--- config.mk ---
export PLATFORM = sky130hd
export DESIGN_NAME = mem_arbiter_flat
export DESIGN_NICKNAME = d
export VERILOG_FILES = /design/src/rtl/mem_arbiter_if.sv /design/src/rtl/mem_arbiter.sv /design/src/flat_wrapper.sv
export SDC_FILE = /design/constraint.sdc
export NUM_CORES = 1
export LEC_CHECK = 0
export CAP_MARGIN = 20
export CORE_ASPECT_RATIO = 0.8
export CORE_UTILIZATION = 25
export CTS_CLUSTER_DIAMETER = 150
export CTS_CLUSTER_SIZE = 14
export DETAILED_ROUTE_END_ITERATION = 7
export SYNTH_ARGS = -nofsm -noshare
export SYNTH_HDL_FRONTEND = slang
export SYNTH_SLANG_ARGS = --single-unit
--- constraint.sdc ---
create_clock -name clk -period 1.9 [get_ports clk]
set_input_delay 0.38 -clock clk [delete_from_list [all_inputs] [get_ports clk]]
set_output_delay 0.38 -clock clk [all_outputs]
set_load 0.02 [all_outputs]
--- src/rtl/mem_arbiter_if.sv ---
// Request/response bundle between the IFU/LSU clients, the arbiter and the data-memory port.
// slave is the arbiter's view; master is the view of whatever drives the clients and memory.
interface mem_arbiter_if;
   logic        ifu_valid;
   logic [31:0] ifu_addr;
   logic        ifu_ready;
   logic        ifu_rvalid;
   logic [31:0] ifu_rdata;
   logic        ifu_err;

   logic        lsu_valid;
   logic        lsu_wen;
   logic [2:0]  lsu_op;
   logic [31:0] lsu_addr;
   logic [31:0] lsu_wdata;
   logic        lsu_ready;
   logic        lsu_rvalid;
   logic [31:0] lsu_rdata;
   logic        lsu_err;

   logic        mem_req;
   logic        mem_we;
   logic [31:0] mem_addr;
   logic [31:0] mem_wdata;
   logic [3:0]  mem_wmask;
   logic        mem_ack;
   logic [31:0] mem_rdata;

   modport slave (
      input  ifu_valid, ifu_addr,
      output ifu_ready, ifu_rvalid, ifu_rdata, ifu_err,
      input  lsu_valid, lsu_wen, lsu_op, lsu_addr, lsu_wdata,
      output lsu_ready, lsu_rvalid, lsu_rdata, lsu_err,
      output mem_req, mem_we, mem_addr, mem_wdata, mem_wmask,
      input  mem_ack, mem_rdata
   );

   modport master (
      output ifu_valid, ifu_addr,
      input  ifu_ready, ifu_rvalid, ifu_rdata, ifu_err,
      output lsu_valid, lsu_wen, lsu_op, lsu_addr, lsu_wdata,
      input  lsu_ready, lsu_rvalid, lsu_rdata, lsu_err,
      input  mem_req, mem_we, mem_addr, mem_wdata, mem_wmask,
      output mem_ack, mem_rdata
   );
endinterface

--- src/rtl/mem_arbiter.sv ---
// Round-robin arbiter sharing one word-wide memory port between instruction fetch and load/store.
// Handles byte/half lane placement for stores and lane extraction plus extension for loads.
module mem_arbiter (
   input  logic         clk,
   input  logic         rst,
   mem_arbiter_if.slave bus
);

   typedef enum logic {StIdle, StBusy} state_e;

   state_e      state_q, state_d;
   logic        last_lsu_q, last_lsu_d;
   logic        owner_lsu_q, owner_lsu_d;
   logic [2:0]  op_q, op_d;
   logic [1:0]  off_q, off_d;
   logic        mem_we_q, mem_we_d;
   logic [31:0] mem_addr_q, mem_addr_d;
   logic [31:0] mem_wdata_q, mem_wdata_d;
   logic [3:0]  mem_wmask_q, mem_wmask_d;
   logic        ifu_rvalid_q, ifu_rvalid_d;
   logic        ifu_err_q, ifu_err_d;
   logic [31:0] ifu_rdata_q, ifu_rdata_d;
   logic        lsu_rvalid_q, lsu_rvalid_d;
   logic        lsu_err_q, lsu_err_d;
   logic [31:0] lsu_rdata_q, lsu_rdata_d;

   logic        idle, grant_ifu, grant_lsu;
   logic        ifu_bad, lsu_bad;
   logic [1:0]  lsu_off;
   logic [4:0]  lsu_sh;
   logic [31:0] st_data;
   logic [3:0]  st_mask;
   logic [31:0] ld_lane, ld_data;

   assign idle      = (state_q == StIdle);
   // On a tie the requester that did not win last time gets the port.
   assign grant_ifu = idle && bus.ifu_valid && (!bus.lsu_valid || last_lsu_q);
   assign grant_lsu = idle && bus.lsu_valid && (!bus.ifu_valid || !last_lsu_q);

   always_comb begin
      lsu_off = bus.lsu_addr[1:0];
      lsu_sh  = {lsu_off, 3'b000};
      ifu_bad = (bus.ifu_addr[1:0] != 2'b00);
      case (bus.lsu_op)
         3'b000:  lsu_bad = 1'b0;
         3'b100:  lsu_bad = bus.lsu_wen;
         3'b001:  lsu_bad = (lsu_off == 2'd3);
         3'b101:  lsu_bad = bus.lsu_wen || (lsu_off == 2'd3);
         3'b010:  lsu_bad = (lsu_off != 2'd0);
         default: lsu_bad = 1'b1;
      endcase
      st_data = '0;
      st_mask = '0;
      if (bus.lsu_wen) begin
         case (bus.lsu_op[1:0])
            2'b00: begin
               st_data = {24'h0, bus.lsu_wdata[7:0]} << lsu_sh;
               st_mask = 4'b0001 << lsu_off;
            end
            2'b01: begin
               st_data = {16'h0, bus.lsu_wdata[15:0]} << lsu_sh;
               st_mask = 4'b0011 << lsu_off;
            end
            default: begin
               st_data = bus.lsu_wdata;
               st_mask = 4'b1111;
            end
         endcase
      end
   end

   always_comb begin
      ld_lane = bus.mem_rdata >> {off_q, 3'b000};
      case (op_q)
         3'b000:  ld_data = {{24{ld_lane[7]}}, ld_lane[7:0]};
         3'b100:  ld_data = {24'h0, ld_lane[7:0]};
         3'b001:  ld_data = {{16{ld_lane[15]}}, ld_lane[15:0]};
         3'b101:  ld_data = {16'h0, ld_lane[15:0]};
         default: ld_data = bus.mem_rdata;
      endcase
   end

   always_comb begin
      state_d      = state_q;
      last_lsu_d   = last_lsu_q;
      owner_lsu_d  = owner_lsu_q;
      op_d         = op_q;
      off_d        = off_q;
      mem_we_d     = mem_we_q;
      mem_addr_d   = mem_addr_q;
      mem_wdata_d  = mem_wdata_q;
      mem_wmask_d  = mem_wmask_q;
      ifu_rvalid_d = 1'b0;
      ifu_err_d    = 1'b0;
      ifu_rdata_d  = ifu_rdata_q;
      lsu_rvalid_d = 1'b0;
      lsu_err_d    = 1'b0;
      lsu_rdata_d  = lsu_rdata_q;
      unique case (state_q)
         StIdle: begin
            if (grant_ifu) begin
               last_lsu_d = 1'b0;
               if (ifu_bad) begin
                  ifu_err_d = 1'b1;
               end else begin
                  state_d     = StBusy;
                  owner_lsu_d = 1'b0;
                  op_d        = 3'b010;
                  off_d       = 2'b00;
                  mem_we_d    = 1'b0;
                  mem_addr_d  = {bus.ifu_addr[31:2], 2'b00};
                  mem_wdata_d = '0;
                  mem_wmask_d = '0;
               end
            end else if (grant_lsu) begin
               last_lsu_d = 1'b1;
               if (lsu_bad) begin
                  lsu_err_d = 1'b1;
               end else begin
                  state_d     = StBusy;
                  owner_lsu_d = 1'b1;
                  op_d        = bus.lsu_op;
                  off_d       = lsu_off;
                  mem_we_d    = bus.lsu_wen;
                  mem_addr_d  = {bus.lsu_addr[31:2], 2'b00};
                  mem_wdata_d = st_data;
                  mem_wmask_d = st_mask;
               end
            end
         end
         StBusy: begin
            if (bus.mem_ack) begin
               state_d = StIdle;
               if (owner_lsu_q) begin
                  lsu_rvalid_d = 1'b1;
                  lsu_rdata_d  = mem_we_q ? 32'h0 : ld_data;
               end else begin
                  ifu_rvalid_d = 1'b1;
                  ifu_rdata_d  = bus.mem_rdata;
               end
            end
         end
      endcase
   end

   always_ff @(posedge clk) begin
      if (rst) begin
         state_q      <= StIdle;
         last_lsu_q   <= 1'b1;
         owner_lsu_q  <= 1'b0;
         op_q         <= '0;
         off_q        <= '0;
         mem_we_q     <= 1'b0;
         mem_addr_q   <= '0;
         mem_wdata_q  <= '0;
         mem_wmask_q  <= '0;
         ifu_rvalid_q <= 1'b0;
         ifu_err_q    <= 1'b0;
         ifu_rdata_q  <= '0;
         lsu_rvalid_q <= 1'b0;
         lsu_err_q    <= 1'b0;
         lsu_rdata_q  <= '0;
      end else begin
         state_q      <= state_d;
         last_lsu_q   <= last_lsu_d;
         owner_lsu_q  <= owner_lsu_d;
         op_q         <= op_d;
         off_q        <= off_d;
         mem_we_q     <= mem_we_d;
         mem_addr_q   <= mem_addr_d;
         mem_wdata_q  <= mem_wdata_d;
         mem_wmask_q  <= mem_wmask_d;
         ifu_rvalid_q <= ifu_rvalid_d;
         ifu_err_q    <= ifu_err_d;
         ifu_rdata_q  <= ifu_rdata_d;
         lsu_rvalid_q <= lsu_rvalid_d;
         lsu_err_q    <= lsu_err_d;
         lsu_rdata_q  <= lsu_rdata_d;
      end
   end

   assign bus.ifu_ready  = grant_ifu;
   assign bus.ifu_rvalid = ifu_rvalid_q;
   assign bus.ifu_rdata  = ifu_rdata_q;
   assign bus.ifu_err    = ifu_err_q;
   assign bus.lsu_ready  = grant_lsu;
   assign bus.lsu_rvalid = lsu_rvalid_q;
   assign bus.lsu_rdata  = lsu_rdata_q;
   assign bus.lsu_err    = lsu_err_q;
   assign bus.mem_req    = (state_q == StBusy);
   assign bus.mem_we     = mem_we_q;
   assign bus.mem_addr   = mem_addr_q;
   assign bus.mem_wdata  = mem_wdata_q;
   assign bus.mem_wmask  = mem_wmask_q;

endmodule

--- src/flat_wrapper.sv ---
// flat-port wrapper written by rule: the top's interface ports become plain ports
module mem_arbiter_flat 
  (clk, rst, bus_ifu_valid, bus_ifu_addr, bus_ifu_ready, bus_ifu_rvalid, bus_ifu_rdata, bus_ifu_err, bus_lsu_valid, bus_lsu_wen, bus_lsu_op, bus_lsu_addr, bus_lsu_wdata, bus_lsu_ready, bus_lsu_rvalid, bus_lsu_rdata, bus_lsu_err, bus_mem_req, bus_mem_we, bus_mem_addr, bus_mem_wdata, bus_mem_wmask, bus_mem_ack, bus_mem_rdata);
  mem_arbiter_if bus_i ();
  input  logic clk;
  input  logic rst;
  input wire logic [$bits(bus_i.ifu_valid)-1:0] bus_ifu_valid;
  input wire logic [$bits(bus_i.ifu_addr)-1:0] bus_ifu_addr;
  output wire logic [$bits(bus_i.ifu_ready)-1:0] bus_ifu_ready;
  output wire logic [$bits(bus_i.ifu_rvalid)-1:0] bus_ifu_rvalid;
  output wire logic [$bits(bus_i.ifu_rdata)-1:0] bus_ifu_rdata;
  output wire logic [$bits(bus_i.ifu_err)-1:0] bus_ifu_err;
  input wire logic [$bits(bus_i.lsu_valid)-1:0] bus_lsu_valid;
  input wire logic [$bits(bus_i.lsu_wen)-1:0] bus_lsu_wen;
  input wire logic [$bits(bus_i.lsu_op)-1:0] bus_lsu_op;
  input wire logic [$bits(bus_i.lsu_addr)-1:0] bus_lsu_addr;
  input wire logic [$bits(bus_i.lsu_wdata)-1:0] bus_lsu_wdata;
  output wire logic [$bits(bus_i.lsu_ready)-1:0] bus_lsu_ready;
  output wire logic [$bits(bus_i.lsu_rvalid)-1:0] bus_lsu_rvalid;
  output wire logic [$bits(bus_i.lsu_rdata)-1:0] bus_lsu_rdata;
  output wire logic [$bits(bus_i.lsu_err)-1:0] bus_lsu_err;
  output wire logic [$bits(bus_i.mem_req)-1:0] bus_mem_req;
  output wire logic [$bits(bus_i.mem_we)-1:0] bus_mem_we;
  output wire logic [$bits(bus_i.mem_addr)-1:0] bus_mem_addr;
  output wire logic [$bits(bus_i.mem_wdata)-1:0] bus_mem_wdata;
  output wire logic [$bits(bus_i.mem_wmask)-1:0] bus_mem_wmask;
  input wire logic [$bits(bus_i.mem_ack)-1:0] bus_mem_ack;
  input wire logic [$bits(bus_i.mem_rdata)-1:0] bus_mem_rdata;
  assign bus_i.ifu_valid = bus_ifu_valid;
  assign bus_i.ifu_addr = bus_ifu_addr;
  assign bus_ifu_ready = bus_i.ifu_ready;
  assign bus_ifu_rvalid = bus_i.ifu_rvalid;
  assign bus_ifu_rdata = bus_i.ifu_rdata;
  assign bus_ifu_err = bus_i.ifu_err;
  assign bus_i.lsu_valid = bus_lsu_valid;
  assign bus_i.lsu_wen = bus_lsu_wen;
  assign bus_i.lsu_op = bus_lsu_op;
  assign bus_i.lsu_addr = bus_lsu_addr;
  assign bus_i.lsu_wdata = bus_lsu_wdata;
  assign bus_lsu_ready = bus_i.lsu_ready;
  assign bus_lsu_rvalid = bus_i.lsu_rvalid;
  assign bus_lsu_rdata = bus_i.lsu_rdata;
  assign bus_lsu_err = bus_i.lsu_err;
  assign bus_mem_req = bus_i.mem_req;
  assign bus_mem_we = bus_i.mem_we;
  assign bus_mem_addr = bus_i.mem_addr;
  assign bus_mem_wdata = bus_i.mem_wdata;
  assign bus_mem_wmask = bus_i.mem_wmask;
  assign bus_i.mem_ack = bus_mem_ack;
  assign bus_i.mem_rdata = bus_mem_rdata;
  mem_arbiter u_core (.clk(clk), .rst(rst), .bus(bus_i));
endmodule
==> results of run 1 <==
[sequential cells by signal, indices dropped and copies added, names as in the netlist]
signal / flops
u_core.bus.mem_addr: 30
u_core.bus.mem_wmask: 4
u_core.bus.ifu_err: 1
u_core.last_lsu_q: 1
u_core.bus.lsu_err: 1
u_core.off_q: 2
u_core.bus.lsu_rvalid: 1
u_core.bus.mem_req: 1
u_core.bus.ifu_rdata: 32
u_core.op_q: 3
u_core.bus.mem_wdata: 32
u_core.bus.ifu_rvalid: 1
u_core.owner_lsu_q: 1
u_core.bus.lsu_rdata: 32
u_core.bus.mem_we: 1
[layout make-up]
cell class / instances / area, µm²
Clock buffer: 21 / 460.4
Tap cell: 351 / 439.2
Multi-Input combinational cell: 531 / 3366
Fill cell: 2477 / 14740
Sequential cell: 143 / 2865
Timing Repair Buffer: 342 / 3383
Clock inverter: 11 / 132.6
Inverter: 13 / 48.80
[power breakdown]
| group | switching [mW] | internal, mW | leakage, nW | total, mW |
|---|---|---|---|---|
| combinational | 0.663 | 0.692 | 2.51 | 1.35 |
| clock | 1.43 | 2.02 | 0.284 | 3.45 |
| sequential | 0.0544 | 3.08 | 1.16 | 3.14 |
[final timing paths]
kind | to | cells after the start
setup / recovery | bus_lsu_rdata[14] | 1
hold / removal | u_core.bus.lsu_rvalid | 2
setup reg to reg | u_core.bus.lsu_rdata[26] | 5
hold reg to reg | u_core.bus.ifu_rdata[21] | 2
[synthesized netlist by cell type, types with 2 or more instances]
master / instances / area share, %
a22o_1: 38 / 5.1
nand2b_1: 13 / 1.2
a221oi_1: 2 / 0.27
buf_4: 2 / 0.23
a22oi_1: 33 / 3.8
mux4_2: 2 / 0.69
mux2_2: 28 / 4.8
mux2_1: 3 / 0.52
inv_1: 13 / 0.75
o2bb2ai_1: 2 / 0.27
dfxtp_1: 143 / 44
a21oi_1: 77 / 5.9
o2111ai_1: 6 / 0.81
nand2_1: 105 / 6.1
buf_2: 7 / 0.54
clkbuf_1: 58 / 3.3
nand3_1: 38 / 2.9
o211ai_1: 8 / 0.92
a221o_1: 16 / 2.5
nor2b_1: 35 / 3.4
a21o_1: 3 / 0.35
buf_6: 2 / 0.35
nor3_1: 3 / 0.23
o22ai_1: 7 / 0.67
nor2_1: 16 / 0.92
o21ai_0: 64 / 4.9
mux2i_1: 12 / 1.8
[worst register-to-register path, cell delays in order, from the launching register on]
cell	delay, ns
dfxtp_2	0.44
mux2i_1	0.12
mux4_2	0.51
nor4b_4	0.29
buf_12	0.19
a221o_1	0.12
[cell families (layout without fill, tap and decap cells)]
group	count (synthesis)	after routing	share of synthesized area, %
AO/OA/AOI/OAI	265	265	26.73
buffers and inverters	82	387	5.207
flip-flops	143	143	43.97
multiplexers	45	45	7.898
other	1	2	0.05759
AND/OR/NAND/NOR	219	219	16.14
[metal layers]
metal	global-route usage [%]	part of all wire, %	up-vias
met4	6.555	1.5	0
li1	-	-	3319
met3	5.862	9.0	20
met5	0	0	-
met2	28.26	44	298
met1	24.59	45	3213
[repair_timing]
item / CTS / global route
setup buffers: 0 / 1
gates cloned: 0 / 2
gates resized for setup: 11 / 10
pin swaps: 0 / 1
endpoints found under the setup margin: 13 / 58
[through the flow]
stage                     instance area, µm²  hold slack, ns  setup slack (ns)
final                                  10700          0.2073           0.06423
after global routing                   10700          0.1941          0.002490
after CTS                              10650          0.1924           0.01230
after detailed placement               10050          0.4431           -0.4953
after global placement                 10050          0.4359           -0.4780
after floorplan                         6519          0.4863            0.1453
[placed cells by master, fill, tap and decap left out, types with 7 or more instances in the layout]
cell	n
a21oi_1	75
a221o_1	16
a22o_1	38
a22oi_1	33
buf_12	9
buf_4	58
clkbuf_16	18
clkdlybuf4s50_1	266
dfxtp_1	141
inv_1	13
mux2_2	28
mux2i_1	12
nand2_1	105
nand2b_1	13
nand3_1	38
nor2_1	15
nor2b_1	30
o211ai_1	8
o21ai_0	62
o22ai_1	7
==> results by group, run 1 <==
Floorplanning
  • Die Y: between 100 and 150 µm
  • Die Width: between 150 and 200 µm
  • CORE AREA: ~0.025 mm²
  • Row count: 52
  • Effective utilization at floorplan: 25.60%
  • Top Ports: 277
  • Full die area: 0.02670 mm²

Setup path
  • Endpoint class of the critical path: output port
  • CP bufs+invs: 1
  • Critical path's largest stage delay: about 0.66 ns
  • R2R Setup Slk: 0.18 ns
  • Worst EP arrival: 1.46 ns
  • Reg2reg start: u_core.off_q[0]
  • Crit. Startpoint: u_core.bus.lsu_rdata[14]
  • CP top delay family: buffers and inverters
  • CP required: 1.52 ns
  • Slowest-stage cell, CP: clkdlybuf4s50_1
  • Setup CP Type: reg2out
  • Setup crit start kind: register
  • Worst path cell trace: clkdlybuf4s50_1
  • Worst-path fanout max: 3

Synthesis
  • Number of flops mapped to enable cells by yosys: 0
  • Area of the mapped netlist: 0.006511 mm²
  • Ys async rst share: 0%
  • Ys Warns: 0
  • Yosys cell types: 46
  • Top_reg_cell synth: dfxtp_1
  • Cell count after synthesis: 755
  • Seq/Total Area, Yosys: 43.97%
  • Synthesized flop and latch total: 143
  • Syn Area/Cell: 8.624 µm²

Global routing
  • Initial antenna violation count: 0
  • Vias in the first global route: 6612
  • GR Util All Layers: 18.56%
  • First-pass GRT wire length: roughly 38 mm
  • GRT overflow: 0
  • Largest net degree at the start of global routing: 58

Routing
  • First drt pass iteration count: 7
  • Final ANT Viol Nets: 0
  • DR WL/cell: 17.73 µm
  • # DRC: 0
  • Post-DR vias/cell: just under 5
  • Iter 0 DRT Violations: 432
  • Drt total wl: 25.04 mm
  • Vias: 6850

STA
  • Fmax achieved: roughly 0.54 GHz
  • Tcrit/Tclk final: 96.62%
  • Final min period: 1.836 ns
  • Final setup TNS: 0 ns
  • Max-slew headroom: 55.75%
  • Final setup viols: 0
  • Max-slew violation total from the final report: 0
  • Final Skew: 0.01005 ns
  • Unrepaired setup endpoints after global routing: no
  • Final Hold Viols: 0
  • Worst Max-Slew Pin Slew: 0.6607 ns

CTS
  • Hold buffer count at cts: 0
  • CTS max path bufs: 2
  • Skew-Pair Late Insertion Delay: 0.43 ns
  • Num CTS Buffers: 17
  • Clock root buffer: clkbuf_16
  • CTS H-Tree Depth: 4
  • CTS tree: yes
  • Clock transition at path regs: 0.07 ns
  • Clock Sinks: 143

Placed design
  • Dpl hpwl: 17.87 mm
  • Cell Count Post-Placement: 1377
  • IO Port Bufs: 274
  • GP Congestion: 0.8177

Worst hold path
  • Worst min-delay path category: in2reg
  • Hold_sp: rst

Finish
  • Util after Layout: 42.04%
  • Finished Layout Cells: roughly 1400
  • Synth-to-Final Area Change: 64.26%
  • ANT cells: 0
  • Layout cells sized above 1: 14.04%
  • # nets final: approximately 1200

Pwr
  • Tot Pwr: 7.941 mW
  • Static Leakage: slightly below 4 nW
  • Peak VDD IR: 0.5875 mV
  • PwrDens: ~740 mW/mm²

Flow run
  • Number of max-cap violations: 0

Status
  • Outcome: complete, no violations
Power figures use the tool's default switching activity.
==> inputs of run 2 (changes only) <==
--- a/config.mk
+++ b/config.mk
@@ -8,6 +8,7 @@
 export CAP_MARGIN = 20
 export CORE_ASPECT_RATIO = 0.8
 export CORE_UTILIZATION = 25
+export CTS_BUF_LIST = sky130_fd_sc_hd__clkbuf_8
 export CTS_CLUSTER_DIAMETER = 150
 export CTS_CLUSTER_SIZE = 14
 export DETAILED_ROUTE_END_ITERATION = 7
==> results by group, run 2 (synthesis results as in run 1) <==
Routing
  • # DRC: 0 (unchanged)
  • Vias: 6861 (+0.16%)
  • Iter 0 DRT Violations: 477 (+10%)
  • Post-DR vias/cell: 4.856 (about the same)
  • Final ANT Viol Nets: 0 (unchanged)
  • DR WL/cell: 17.62 µm (-0.65%)
  • Drt total wl: 24.89 mm (-0.58%)
  • First drt pass iteration count: 5 (-2)

Finish
  • Final Instance Area: 0.01053 mm² (-1.6%)
  • Layout cells sized above 1: 14.12% (+0.081 points)
  • Util after Layout: 41.39% (-0.65 points)
  • # nets final: 1186 (+0.084%)
  • Most frequent cells in the layout: 257 x clkdlybuf4s50_1, 141 x dfxtp_1, 105 x nand2_1
  • ANT cells: 0 (unchanged)
  • Most common cell after layout, fill and taps aside: clkdlybuf4s50_1
  • Synth-to-Final Area Change: 61.70%

STA
  • Final min period: 1.831 ns (-0.004688 ns)
  • Max-slew headroom: 54.69% (-1.1 points)
  • Final setup viols: 0 (unchanged)
  • Final Skew: 0.01486 ns (+0.004811 ns)
  • Hold Slack: 0.1717 ns (-0.03565 ns)
  • Fmax achieved: 0.5461 GHz (+0.26%)
  • Worst Max-Slew Pin Slew: 0.6766 ns (+0.01589 ns)
  • Final Hold Viols: 0 (unchanged)
  • Tcrit/Tclk final: 96.37% (-0.25 points)
  • Unrepaired setup endpoints after global routing: no
  • Max-slew violation total from the final report: 0 (unchanged)

CTS
  • CTS tree: yes
  • CTS H-Tree Depth: 4 (unchanged)
  • Skew-Pair Late Insertion Delay: 0.46 ns (+0.03 ns)
  • Clock transition at path regs: 0.09 ns (+0.02 ns)
  • CTS max path bufs: 2 (unchanged)
  • Clock root buffer: clkbuf_8
  • Num CTS Buffers: 17 (unchanged)
  • Hold buffer count at cts: 0 (unchanged)
  • Clock Sinks: 143 (unchanged)

Setup path
  • Setup crit start kind: register
  • Reg2reg start: u_core.off_q[0]
  • CP bufs+invs: 1 (unchanged)
  • Crit. Startpoint: u_core.bus.lsu_rdata[11]
  • Critical path's largest stage delay: 0.65 ns (about the same)
  • Worst path cell trace: clkdlybuf4s50_1
  • Worst-path fanout max: 2 (-1)
  • Setup CP Type: reg2out
  • Slowest-stage cell, CP: clkdlybuf4s50_1
  • Endpoint class of the critical path: output port
  • CP top delay family: buffers and inverters
  • Worst EP arrival: 1.45 ns (about the same)
  • CP required: 1.52 ns (about the same)

Global routing
  • Largest net degree at the start of global routing: 58 (unchanged)
  • Initial antenna violation count: 0 (unchanged)
  • First-pass GRT wire length: 38.05 mm (-0.25%)
  • Vias in the first global route: 6610 (-0.030%)
  • GR Util All Layers: 18.46% (-0.098 points)
  • GRT overflow: 0 (unchanged)

Floorplanning
  • Die Y: 146.3 µm (unchanged)
  • Full die area: 0.02670 mm² (unchanged)
  • Die Width: 182.4 µm (unchanged)
  • CORE AREA: 0.02544 mm² (unchanged)
  • Effective utilization at floorplan: 25.60% (unchanged)
  • Row count: 52 (unchanged)
  • Top Ports: 277 (unchanged)

Flow run
  • Number of max-cap violations: 0 (unchanged)

Worst hold path
  • Worst min-delay path category: in2reg
  • Hold_sp: rst

Placed design
  • Dpl cell area: 0.01005 mm² (unchanged)
  • Dpl hpwl: 17.87 mm (unchanged)
  • IO Port Bufs: 274 (unchanged)
  • GP Congestion: 0.8177 (unchanged)

Pwr
  • Peak VDD IR: 0.4026 mV (-31%)
  • Static Leakage: 4.029 nW (+2.0%)
  • PwrDens: 669.1 mW/mm² (-9.9%)

Status
  • Outcome: complete, no violations
## run 2: changes by cell type in the layout (fill, tap and decap cells not counted), sizes merged
cell	previous run	this run
dlymetal6s2s	2	10
clkbuf	22	20
inv	15	17
clkdlybuf4s50	266	257
buf	69	70
dlygate4sd2	2	3
## run 2: report_power, final
part           switching (mW)  internal [mW]  leakage [nW]
Sequential             0.0548           3.08          1.16
Clock                    1.32           1.24         0.205
Combinational           0.660          0.694          2.67
## run 2: stage by stage
stage | setup TNS (ns) | total power [mW] | worst slack, ns | instances
2_1_floorplan | 0 | 3.774 | 0.1453 | 756
3_3_place_gp | -37.04 | 4.532 | -0.4780 | 1377
3_5_place_dp | -40.43 | 4.536 | -0.4953 | 1377
4_1_cts | 0 | 7.137 | 0.00008338 | 1409
5_1_grt | 0 | 7.398 | 0.0002892 | 1413
6_report | 0 | 7.045 | 0.06892 | 1413
## run 2: area by class of cell
type                    count  area, µm²
inverters                  13      48.80
flip-flops and latches    143       2865
clock buffers              19      261.5
multi-input cells         531       3363
repair buffers            343       3411
well taps                 351      439.2
fillers                  2508      14910
clock inverters            13      140.1
## run 2: worst paths after layout
| check | slack [ns] | endpoint | depth (start not counted) |
|---|---|---|---|
| worst min-delay path | 0.17 | u_core.bus.lsu_rvalid | 2 |
| worst max-delay path | 0.07 | bus_lsu_rdata[11] | 1 |
| worst min register to register | 0.45 | u_core.bus.ifu_rdata[21] | 2 |
| worst max register to register | 0.15 | u_core.bus.lsu_rdata[26] | 5 |
## run 2: timing repair
| action | in CTS | in global routing |
|---|---|---|
| endpoints found under the hold margin | 0 | 0 |
| pin swaps | 0 | 1 |
| gates resized for setup | 13 | 15 |
| gates cloned | 0 | 2 |
| buffers inserted | 0 | 2 |
| endpoints found under the setup margin | 6 | 60 |
## run 2: per-layer routing
metal	global-route usage, %	share of wire (%)	vias up
li1	-	-	3313
met1	24.38	45	3261
met2	28.28	45	262
met3	6.236	8.4	25
met4	5.672	2.0	0
met5	0	0	-
==> inputs of run 3 (changes only) <==
--- a/config.mk
+++ b/config.mk
@@ -5,6 +5,7 @@
 export SDC_FILE = /design/constraint.sdc
 export NUM_CORES = 1
 export LEC_CHECK = 0
+export ABC_CLOCK_PERIOD_IN_PS = 1900
 export CAP_MARGIN = 20
 export CORE_ASPECT_RATIO = 0.8
 export CORE_UTILIZATION = 25
@@ -12,6 +13,7 @@
 export CTS_CLUSTER_DIAMETER = 150
 export CTS_CLUSTER_SIZE = 14
 export DETAILED_ROUTE_END_ITERATION = 7
+export RECOVER_POWER = 25
 export SYNTH_ARGS = -nofsm -noshare
 export SYNTH_HDL_FRONTEND = slang
 export SYNTH_SLANG_ARGS = --single-unit
==> results by group, run 3 (synthesis results as in run 1) <==
Setup path
  • R2R Path End: u_core.bus.lsu_rdata[26]
  • CP required: 1.52 ns (about the same)
  • Reg2reg start: u_core.off_q[0]
  • Worst path cell trace: clkdlybuf4s50_1
  • CP top delay family: buffers and inverters
  • Setup crit start kind: register
  • Worst-path fanout max: 2 (unchanged)
  • Slowest-stage cell, CP: clkdlybuf4s50_1
  • Setup CP Type: reg2out
  • Endpoint class of the critical path: output port
  • Worst reg2reg path depth: 5 (unchanged)
  • Critical path's largest stage delay: 0.62 ns (-0.03 ns)
  • CP bufs+invs: 1 (unchanged)
  • R2R Setup Slk: 0.15 ns (about the same)
  • Crit. Startpoint: u_core.bus.mem_wdata[24]
  • Worst EP arrival: 1.45 ns (about the same)

Finish
  • # nets final: 1186 (unchanged)
  • ANT cells: 0 (unchanged)
  • Most common cell after layout, fill and taps aside: clkdlybuf4s50_1
  • Final Instance Area: 0.01043 mm² (-0.97%)
  • Layout cells sized above 1: 13.84% (-0.28 points)
  • Multi-input gate area: 0.003363 mm² (unchanged)
  • Synth-to-Final Area Change: 60.13%
  • Most frequent cells in the layout: 256 x clkdlybuf4s50_1, 141 x dfxtp_1, 105 x nand2_1
  • Storage element area: 0.002865 mm² (unchanged)
  • # fillers: 2526 (+0.72%)

Global routing
  • GR met2 Demand/Resource: 28.28% (unchanged)
  • Initial antenna violation count: 0 (unchanged)
  • Vias in the first global route: 6610 (unchanged)
  • GR Util All Layers: 18.46% (unchanged)
  • GRT overflow: 0 (unchanged)
  • Grt met1 use: 24.38% (unchanged)
  • First-pass GRT wire length: 38.05 mm (unchanged)
  • GR peak layer: met2
  • Met3 usage: 6.236% (unchanged)
  • Largest net degree at the start of global routing: 58 (unchanged)

CTS
  • Hold buffer count at cts: 0 (unchanged)
  • Clock transition at path regs: 0.10 ns (about the same)
  • CTS tree: yes
  • CTS H-Tree Depth: 4 (unchanged)
  • CTS max path bufs: 2 (unchanged)
  • Skew-Pair Late Insertion Delay: 0.46 ns (about the same)
  • Clock Sinks: 143 (unchanged)
  • Clock root buffer: clkbuf_8
  • Num CTS Buffers: 17 (unchanged)

STA
  • Final Hold Viols: 0 (unchanged)
  • Unrepaired setup endpoints after global routing: no
  • Worst Max-Slew Pin Slew: 0.6963 ns (+0.01969 ns)
  • Final Skew: 0.01522 ns (+0.0003588 ns)
  • Max-slew violation total from the final report: 0 (unchanged)
  • Final min period: 1.825 ns (-0.005641 ns)
  • Fmax achieved: 0.5478 GHz (+0.31%)
  • Max-slew headroom: 53.58% (-1.1 points)
  • Final WS setup: 0.07456 ns (+0.005641 ns)
  • Final setup viols: 0 (unchanged)
  • Tcrit/Tclk final: 96.08% (-0.30 points)

Floorplanning
  • Die Y: 146.3 µm (unchanged)
  • CORE AREA: 0.02544 mm² (unchanged)
  • Die Width: 182.4 µm (unchanged)
  • Row count: 52 (unchanged)
  • Full die area: 0.02670 mm² (unchanged)
  • Effective utilization at floorplan: 25.60% (unchanged)
  • Top Ports: 277 (unchanged)

Routing
  • Iter 0 DRT Violations: 418 (-12%)
  • DR WL/cell: 17.61 µm (about the same)
  • # DRC: 0 (unchanged)
  • Final ANT Viol Nets: 0 (unchanged)
  • Vias: 6873 (+0.17%)
  • Drt total wl: 24.88 mm (about the same)
  • Post-DR vias/cell: 4.864 (+0.17%)
  • First drt pass iteration count: 5 (unchanged)

Pwr
  • Tot Pwr: 7.037 mW (-0.12%)
  • Static Leakage: 3.846 nW (-4.5%)
  • Peak VDD IR: 0.4023 mV (about the same)
  • PwrDens: 674.9 mW/mm² (+0.86%)

Worst hold path
  • Endpoint, Worst Hold: u_core.bus.lsu_rvalid
  • Hold_sp: rst
  • Hold Crit Depth: 2 (unchanged)
  • Worst min-delay path category: in2reg

Placed design
  • Dpl cell area: 0.01005 mm² (unchanged)
  • Dpl ws: -0.4953 ns (unchanged)
  • GP Congestion: 0.8177 (unchanged)
  • Dpl hpwl: 17.87 mm (unchanged)
  • IO Port Bufs: 274 (unchanged)

Flow run
  • Number of max-cap violations: 0 (unchanged)

Status
  • Outcome: complete, no violations
[run 3: cell types whose count changed in the layout (fill, tap and decap cells not counted), moves of 2 or more]
cell,change
buf_4,-5
dlymetal6s2s_1,-8
clkbuf_1,+11
clkbuf_4,+2
[run 3: area by class of cell]
type	count	share of cell area, %
Timing Repair Buffer	343	31.73
Clock inverter	13	1.344
Clock buffer	19	2.508
Tap cell	351	4.212
Multi-Input combinational cell	531	32.26
Sequential cell	143	27.48
Inverter	13	0.4680
[run 3: worst max path at each step]
stage                     depth (start not counted)                        to  slack [ns]
final                                             1         bus_mem_wdata[24]        0.07
after global routing                              1         bus_lsu_rdata[11]      0.0003
after CTS                                         1          bus_mem_addr[20]     0.00008
after detailed placement                          5  u_core.bus.mem_wdata[12]       -0.50
after global placement                            5   u_core.bus.mem_wdata[8]       -0.48
after floorplan                                   6   u_core.bus.mem_addr[10]        0.15
[run 3: repair_timing]
| action | in CTS | in global routing |
|---|---|---|
| pin swaps | 0 | 1 |
| gates resized for setup | 13 | 15 |
| setup endpoints to repair | 6 | 60 |
| gates cloned | 0 | 2 |
| setup buffers | 0 | 2 |
[run 3: power by group]
group / switching, mW / internal, mW / total [mW]
clock: 1.32 / 1.24 / 2.56
sequential: 0.0547 / 3.08 / 3.13
combinational: 0.660 / 0.683 / 1.34
total: 2.04 / 5.00 / 7.04
[run 3: per-layer routing]
layer | share of wire, % | wire length, µm
met1 | 45 | 11160
met2 | 44 | 11070
met3 | 8.6 | 2148
met4 | 2.0 | 495
met5 | 0 | 0
[run 3: through the flow]
stage	hold slack, ns	utilization, %	std cells	setup TNS [ns]
global route	0.1367	40.98	1413	0
floorplan	0.4863	-	756	0
global placement	0.4359	39.50	1377	-37.04
CTS	0.1425	41.06	1409	0
detailed placement	0.4431	39.50	1377	-40.43
finish	0.1707	40.98	1413	0
